`src/rtl/inert_seq_intf.sv`:
```
`default_nettype none
// ============================================================================
// Module   : inert_seq_intf
// Purpose  : Inertial-sensor SPI sequencer: wake wait, init writes, then an
//            atomic multi-byte read burst on every sensor data-ready edge.
// Revision : 1.0 - initial release
// ============================================================================
module inert_seq_intf #(
    parameter int                   N_INIT    = 4,
    parameter logic [16*N_INIT-1:0] INIT_CMDS = 64'h1460_1150_1053_0D02,
    parameter int                   N_RD      = 4,
    parameter logic [8*N_RD-1:0]    RD_ADDRS  = 32'hAD_AC_A3_A2,
    parameter int                   WAKE_BITS = 16,
    parameter int                   TO_CYC    = 1024
) (
    input  logic                clk,
    input  logic                rst_n,
    input  logic                INT,
    input  logic                done,
    input  logic [15:0]         rd_data,
    input  logic                clr_ovr,
    output logic                wrt,
    output logic [15:0]         cmd,
    output logic [8*N_RD-1:0]   data,
    output logic                vld,
    output logic                init_done,
    output logic                ovr,
    output logic                err
);

    localparam int c_MAXN  = (N_INIT > N_RD) ? N_INIT : N_RD;
    localparam int c_IDX_W = (c_MAXN > 1) ? $clog2(c_MAXN) : 1;
    localparam int c_TO_W  = $clog2(TO_CYC);
    localparam logic [c_TO_W-1:0]  c_TO_HIT   = c_TO_W'(TO_CYC - 2);
    localparam logic [c_IDX_W-1:0] c_INIT_LST = c_IDX_W'(N_INIT - 1);
    localparam logic [c_IDX_W-1:0] c_RD_LST   = c_IDX_W'(N_RD - 1);

    typedef enum logic [2:0] {
        S_WAKE  = 3'd0,
        S_INIT  = 3'd1,
        S_IDLE  = 3'd2,
        S_READ  = 3'd3,
        S_VALID = 3'd4
    } state_t;

    state_t                r_state, w_state;
    logic [WAKE_BITS-1:0]  r_wake_cnt, w_wake_cnt;
    logic [c_TO_W-1:0]     r_to_cnt, w_to_cnt;
    logic [c_IDX_W-1:0]    r_idx, w_idx;
    logic [8*N_RD-1:0]     r_stage, w_stage, w_stage_upd;
    logic [8*N_RD-1:0]     r_data, w_data;
    logic [15:0]           r_cmd, w_cmd;
    logic                  r_wrt, w_wrt;
    logic                  r_vld, w_vld;
    logic                  r_init_done, w_init_done;
    logic                  r_ovr, w_ovr;
    logic                  r_err, w_err;
    logic                  r_int_meta, r_int_sync, r_int_prev;
    logic                  w_int_re;
    logic                  w_to_hit;
    logic                  w_unused;

    // Only the low byte of each read carries register content.
    assign w_unused = ^rd_data[15:8];

    function automatic logic [15:0] f_init_cmd(input logic [c_IDX_W-1:0] i);
        f_init_cmd = '0;
        for (int k = 0; k < N_INIT; k++)
            if (i == c_IDX_W'(k)) f_init_cmd = INIT_CMDS[16*k +: 16];
    endfunction

    function automatic logic [15:0] f_rd_cmd(input logic [c_IDX_W-1:0] i);
        f_rd_cmd = '0;
        for (int k = 0; k < N_RD; k++)
            if (i == c_IDX_W'(k)) f_rd_cmd = {RD_ADDRS[8*k +: 8], 8'h00};
    endfunction

    assign w_int_re = r_int_sync & ~r_int_prev;
    assign w_to_hit = (r_to_cnt == c_TO_HIT);

    always_comb begin
        w_stage_upd = r_stage;
        for (int k = 0; k < N_RD; k++)
            if (r_idx == c_IDX_W'(k)) w_stage_upd[8*k +: 8] = rd_data[7:0];
    end

    always_comb begin
        w_state     = r_state;
        w_wake_cnt  = r_wake_cnt;
        w_to_cnt    = r_to_cnt;
        w_idx       = r_idx;
        w_stage     = r_stage;
        w_data      = r_data;
        w_cmd       = r_cmd;
        w_wrt       = 1'b0;
        w_vld       = 1'b0;
        w_err       = 1'b0;
        w_init_done = r_init_done;
        w_ovr       = r_ovr & ~clr_ovr;
        if (w_int_re && (r_state == S_READ || r_state == S_VALID))
            w_ovr = 1'b1;

        case (r_state)
            S_WAKE: begin
                w_wake_cnt = r_wake_cnt + 1'b1;
                if (&r_wake_cnt) begin
                    w_wrt    = 1'b1;
                    w_cmd    = f_init_cmd('0);
                    w_idx    = '0;
                    w_to_cnt = '0;
                    w_state  = S_INIT;
                end
            end
            S_INIT: begin
                if (done) begin
                    if (r_idx == c_INIT_LST) begin
                        w_init_done = 1'b1;
                        w_cmd       = '0;
                        w_state     = S_IDLE;
                    end else begin
                        w_wrt    = 1'b1;
                        w_idx    = r_idx + 1'b1;
                        w_cmd    = f_init_cmd(r_idx + 1'b1);
                        w_to_cnt = '0;
                    end
                end else if (w_to_hit) begin
                    // Sensor stopped answering: replay the whole init list.
                    w_err    = 1'b1;
                    w_wrt    = 1'b1;
                    w_idx    = '0;
                    w_cmd    = f_init_cmd('0);
                    w_to_cnt = '0;
                end else begin
                    w_to_cnt = r_to_cnt + 1'b1;
                end
            end
            S_IDLE: begin
                w_cmd = '0;
                if (w_int_re) begin
                    w_wrt    = 1'b1;
                    w_cmd    = f_rd_cmd('0);
                    w_idx    = '0;
                    w_to_cnt = '0;
                    w_state  = S_READ;
                end
            end
            S_READ: begin
                if (done) begin
                    w_stage = w_stage_upd;
                    if (r_idx == c_RD_LST) begin
                        w_data  = w_stage_upd;
                        w_vld   = 1'b1;
                        w_cmd   = '0;
                        w_state = S_VALID;
                    end else begin
                        w_wrt    = 1'b1;
                        w_idx    = r_idx + 1'b1;
                        w_cmd    = f_rd_cmd(r_idx + 1'b1);
                        w_to_cnt = '0;
                    end
                end else if (w_to_hit) begin
                    w_err   = 1'b1;
                    w_stage = '0;
                    w_cmd   = '0;
                    w_state = S_IDLE;
                end else begin
                    w_to_cnt = r_to_cnt + 1'b1;
                end
            end
            S_VALID: begin
                w_state = S_IDLE;
            end
            default: begin
                w_state = S_WAKE;
            end
        endcase
    end

    always_ff @(posedge clk) begin
        if (!rst_n) begin
            r_state     <= S_WAKE;
            r_wake_cnt  <= '0;
            r_to_cnt    <= '0;
            r_idx       <= '0;
            r_stage     <= '0;
            r_data      <= '0;
            r_cmd       <= '0;
            r_wrt       <= 1'b0;
            r_vld       <= 1'b0;
            r_init_done <= 1'b0;
            r_ovr       <= 1'b0;
            r_err       <= 1'b0;
            r_int_meta  <= 1'b0;
            r_int_sync  <= 1'b0;
            r_int_prev  <= 1'b0;
        end else begin
            r_state     <= w_state;
            r_wake_cnt  <= w_wake_cnt;
            r_to_cnt    <= w_to_cnt;
            r_idx       <= w_idx;
            r_stage     <= w_stage;
            r_data      <= w_data;
            r_cmd       <= w_cmd;
            r_wrt       <= w_wrt;
            r_vld       <= w_vld;
            r_init_done <= w_init_done;
            r_ovr       <= w_ovr;
            r_err       <= w_err;
            r_int_meta  <= INT;
            r_int_sync  <= r_int_meta;
            r_int_prev  <= r_int_sync;
        end
    end

    assign wrt       = r_wrt;
    assign cmd       = r_cmd;
    assign data      = r_data;
    assign vld       = r_vld;
    assign init_done = r_init_done;
    assign ovr       = r_ovr;
    assign err       = r_err;

endmodule
`default_nettype wire

```
`config.mk`:
```
export PLATFORM = sky130hd
export DESIGN_NAME = inert_seq_intf
export DESIGN_NICKNAME = d
export VERILOG_FILES = /design/src/rtl/inert_seq_intf.sv
export SDC_FILE = /design/constraint.sdc
export NUM_CORES = 1
export LEC_CHECK = 0
export CAP_MARGIN = 20
export CORE_ASPECT_RATIO = 1.5
export CORE_MARGIN = 10
export CORE_UTILIZATION = 53
export DETAILED_ROUTE_END_ITERATION = 7
export PLACE_DENSITY = 0.75
export SLEW_MARGIN = 10
export SYNTH_ARGS = -nofsm -noshare
export SYNTH_HDL_FRONTEND = slang
export SYNTH_SLANG_ARGS = --single-unit
export TNS_END_PERCENT = 10
```
`constraint.sdc`:
```
create_clock -name clk -period 2.85 [get_ports clk]
set_clock_uncertainty 0.2 [all_clocks]
set_input_delay 0.57 -clock clk [delete_from_list [all_inputs] [get_ports clk]]
set_output_delay 0.57 -clock clk [all_outputs]
set_load 0.005 [all_outputs]
```
Word level (Yosys, flattened, before mapping)
Index checks and enable logic that the tools add are counted.

operators by class
  add/subtract/negate cells = 3
  $mul = 0
  divide/modulo/power cells = 0
  order comparisons = 0
  equality and inequality tests = 20
  shifts and indexed selects = 0
  mux-type cells = 55
  bitwise logic cells = 6
  reduce and logical (&&, ||, !) cells = 18

operator list
  kind                                                 count
  2-to-1 mux 16 bit                                    15
  2-to-1 mux 10 bit                                    7
  2-to-1 mux 32 bit                                    2
  case mux 16 bit (4 select lines)                     1
  case mux 10 bit (4 select lines)                     1
  2-to-1 mux 8 bit                                     4
  2-to-1 mux 3 bit                                     7
  adder 16 x 1 -> 16 bit, second input constant        1
  AND reduction 16 bit                                 1
  case mux 3 bit (5 select lines)                      1
  2-to-1 mux 12 bit                                    1
  2-to-1 mux 2 bit                                     6
  inequality test 3 bit, second input constant         4
  adder 10 x 1 -> 10 bit, second input constant        1
  equality test 10 bit, second input constant          1
  inequality test 2 bit, second input constant         5
  AND reduction 3 bit                                  3
  equality test 2 bit, second input constant           4
  2-to-1 mux 1 bit                                     8
  case mux 2 bit (4 select lines)                      1
  AND reduction 4 bit                                  2
  equality test 3 x 2 -> 1 bit, second input constant  2
  AND reduction 6 bit                                  1
  AND reduction 5 bit                                  1
  other kinds (16)                                     22

storage, ports and cells
  flip-flop bits (word level) = 119
  bits in latches = 0
  RAM bits = 0
  bits in read-only memories = 0
  bits of input ports = 21
  word-level logic and storage cells = 117
  memories kept = 0

Logic depth before layout (Yosys ltp)
  word-level depth = 9
  gate-level depth with buffers = 8
  mapped depth without buffers = 7

Worst setup path before layout
Ideal clock, no wire load.

  path kind = register to register
  from = register r_wake_cnt[0]
  to = register r_to_cnt[1]
  data arrival time = 1860 ps
  required time = 2562 ps
  path slack = 701 ps
  cell stages (with the launch flop) = 7
  period minus slack after synthesis = 2149 ps
  cells stage by stage = dfxtp_1 -> ha_1 -> and4_1 -> nand4bb_4 -> a211o_1 -> or4_4 -> o32ai_2

between the ends
  cells in the longest elaborated chain, start to end = 3

RTL lines
  item                             RTL line  source
  start, declared                  47        logic [WAKE_BITS-1:0] r_wake_cnt, w_wake_cnt;
  start signal, assigned           198       r_wake_cnt <= w_wake_cnt;
  AND reduction 16 bit             106       if (&r_wake_cnt) begin
  inequality test 2 bit (no line)  --
  AND reduction 4 bit (no line)    --
  end signal, assigned             199       r_to_cnt <= w_to_cnt;
  end, declared                    48        logic [c_TO_W-1:0] r_to_cnt, w_to_cnt;

No other way between the ends.
A chain may end at the register's enable or synchronous reset.

Worst setup path in the final report
  from = register r_to_cnt[0]
  to = register r_cmd[1], in the netlist cmd[1]

between the ends
  cells in the longest elaborated chain, start to end = 3
  elaborated cells on any way between the ends = 4
  classes of those cells = eq/ne (3); reduce/logical (1)

RTL lines
  item                             RTL line  source
  equality test 10 bit *           79        assign w_to_hit = (r_to_cnt == c_TO_HIT);
  inequality test 3 bit (no line)  --
  AND reduction 4 bit (no line) *  --
  end signal, assigned             203       r_cmd <= w_cmd;
  end, declared                    52        logic [15:0] r_cmd, w_cmd;

Mark *: on every way between the ends. The rest lies on a longest branch, timed or not.

==> metrics.txt <==
vias in the first global route 3,969; worst hold path startpoint r_int_meta; Top FF cell, synth dfxtp_1; CP max-delay cell a221o_1; CP Launch Type flop; clock sink total 105; register share of total power 0.541; Layout Cells excl Fill 701; hold depth 1; mapped cell area 4648 um^2; Starting Density 0.5492; min cycle time layout 2.381 ns; Inserted Clock Buffers 9; initial drt markers 204; final hold slack 0.2476 ns; library cells used by synthesis 53; FF+latch count, synth 105; CTS tree built; CTS clock-pin slew for the worst setup and hold paths 0.07 ns; gr usage total 0.1822; Area growth syn-to-layout 20.40%; Routed Antenna Nets 0; cell internal pwr 0.002120 W; crit path DAT 2.43 ns; leakage power 1.963 nW; switching power 0.0006109 W; Hold Path Sink r_int_sync; Final Power 0.002731 W; Final Hold Vio Count 0; actual slew at the worst max-slew pin 0.6887 ns; Clock power frac 0.426; R2R setup slack 0.47 ns; fin nets 619; # fillers 733; drt pass-1 iters 4; clock root buffer clkbuf_16; WP data required 2.90 ns; Die Y-Extent 134.7 um; Core ar. 8464 um^2; largest net degree at the start of global routing 57; top cell family by delay on the critical path compound AO/OA/AOI/OAI gates; final setup TNS 0 ns; Post-CTS Repair Setup Buffers 0; Setup crit end kind flop; cell area power density 488.0 nW/um^2; CP Max Fanout 13; routability cong. 0.8579; R2R depth 6; DRC Markers 0; Post-DP HPWL 8410 um; cell count after synthesis 544; CP Class flop to flop; synth warn 0; run status finished clean; # IOs 74; Crit path largest cell delay 0.52 ns; IO Port Bufs 61; crit-path cells inv_1, ha_1, nand4_1, or3_1, a221o_1, o41ai_1; RSZ-0062 raised after global routing false; maximum clock frequency 420.0 MHz; period utilization 0.8353; FP Rows 41; Slew headroom 0.5374; Total Die Area 12,990 um^2; share of cells above drive strength 1 0.06734; Reg2Reg Capture Point cmd[1]; Inserted Diodes 0; Skew-Pair Late Insertion Delay 0.35 ns; vias 4,016; Post-synth EDFFs 0; clk buf depth 2; Max-Cap Viols 0; async set or reset register ratio after synthesis 0; dpl cells 685; combinational share of power 0.034; WL final 11,510 um; Peak VDD IR 0.3887 mV; cts repair resizes 0; Hold Buf Count CTS 0; initial antenna violation count 0; worst reg2reg startpoint r_to_cnt[0]; Final setup viols 0; Mean Syn Cell Area 8.545 um^2; GR Overflow Total 0; Horiz. Die Dim 96.47 um; Hold Path Class flop to flop; sequential-to-total area share from yosys stat 0.4522; first-pass GRT wire length 19,050 um; per-cell routed wire length 16.42 um; CP Buf/Inv Count 1; fin. max-slew vios 0; H-tree levels 3; Sw Share 0.2237; vias per cell 5.729
synth_stat cells, types with 3 or more instances:
cell,number,area share
buf_4,7,0.011
clkbuf_1,29,0.023
or4_1,3,0.0048
nand4_1,9,0.012
inv_1,8,0.0065
or2_2,3,0.0040
o21a_1,6,0.0097
buf_2,6,0.0065
nor2_1,65,0.052
nand3b_1,3,0.0048
a211oi_1,26,0.042
and3_1,3,0.0040
mux2i_1,26,0.056
nand2_1,90,0.073
o22ai_1,26,0.035
nor4_1,6,0.0081
nand3_1,10,0.011
nor3_1,5,0.0054
nand2b_1,7,0.0094
or3_1,4,0.0054
xnor2_1,6,0.011
xor2_1,10,0.019
dfxtp_1,105,0.45
ha_1,9,0.024
and2_1,4,0.0054
a21oi_1,22,0.024
o21ai_0,11,0.012
state kept, by name (all words and copies together) (netlist names):
name	cells
data	32
r_stage	24
r_wake_cnt	16
cmd	10
r_to_cnt	10
r_state	3
r_idx	2
err	1
init_done	1
ovr	1
r_int_meta	1
r_int_prev	1
r_int_sync	1
vld	1
wrt	1
stage by stage:
step	utilization	setup slack [ns]	cell area (um^2)
CTS	0.6612	0.4717	5597
detailed placement	0.6279	0.2355	5315
finish	0.6612	0.4693	5597
global route	0.6612	0.3116	5597
global placement	0.6279	0.2580	5315
floorplan	-	0.7014	4659
layout make-up:
cell class / count / area (um^2) / share of cell area
inverter: 8 / 30.03 / 0.005366
clock inverter: 6 / 42.54 / 0.007601
clock buffer: 10 / 239.0 / 0.04270
sequential: 105 / 2102 / 0.3756
tap: 107 / 133.9 / 0.02392
multi-input combinational: 392 / 2341 / 0.4183
timing repair buffer: 73 / 708.2 / 0.1265
worst reg2reg max path, stage by stage (launching register included):
cell and delay [ns]:
dfxtp_1 0.35, inv_1 0.09, ha_1 0.14, nand4_1 0.21, or3_1 0.43, a221o_1 0.52, o41ai_1 0.35
how the worst max path moves through the flow:
| stage | startpoint | to | slack, ns | cells past startpoint |
|---|---|---|---|---|
| floorplan | r_wake_cnt[0] | r_to_cnt[1] | 0.70 | 6 |
| global placement | done | data[24] | 0.26 | 7 |
| detailed placement | done | data[27] | 0.24 | 7 |
| CTS | r_to_cnt[0] | cmd[1] | 0.47 | 6 |
| global route | r_to_cnt[0] | r_stage[6] | 0.31 | 7 |
| finish | r_to_cnt[0] | cmd[1] | 0.47 | 6 |
layout by cell type, fill, tap and decap left out, types with 6 or more instances in the layout:
master / Yosys / layout
dfxtp_1: 105 / 105
nand2_1: 90 / 90
nor2_1: 65 / 65
clkdlybuf4s50_1: 0 / 60
mux2i_1: 26 / 26
a211oi_1: 26 / 26
o22ai_1: 26 / 26
a21oi_1: 22 / 22
o21ai_0: 11 / 11
buf_4: 7 / 11
xor2_1: 10 / 10
nand3_1: 10 / 10
nand4_1: 9 / 9
ha_1: 9 / 9
clkbuf_16: 0 / 9
inv_1: 8 / 7
nand2b_1: 7 / 7
nor4_1: 6 / 6
xnor2_1: 6 / 6
o21a_1: 6 / 6
power by group through the flow:
stage	Combinational, W	Sequential, W	Clock (W)
after floorplan	0.0000547	0.00151	0
after global placement	0.0000896	0.00151	0
after detailed placement	0.0000914	0.00151	0
after CTS	0.0000917	0.00148	0.00119
after global routing	0.000100	0.00148	0.00123
final	0.0000918	0.00148	0.00116
logic make-up (layout without fill, tap and decap cells):
group / count (synthesis) / in the layout / synth area share
AND/OR/NAND/NOR: 224 / 224 / 0.2261
AO/OA/AOI/OAI: 112 / 112 / 0.1604
flip-flops: 105 / 105 / 0.4522
buffers and inverters: 50 / 97 / 0.04764
multiplexers: 27 / 27 / 0.05841
XOR/XNOR: 16 / 16 / 0.03015
adder cells (fa/ha/maj): 9 / 9 / 0.02423
other: 1 / 4 / 0.0008068
routing by layer:
| layer | part of all wire | GRT usage |
|---|---|---|
| met1 | 0.38 | 0.1967 |
| met2 | 0.54 | 0.3219 |
| met3 | 0.050 | 0.03663 |
| met4 | 0.030 | 0.08914 |
| met5 | 0 | 0 |
No activity file was read; power rests on OpenSTA's default activity.
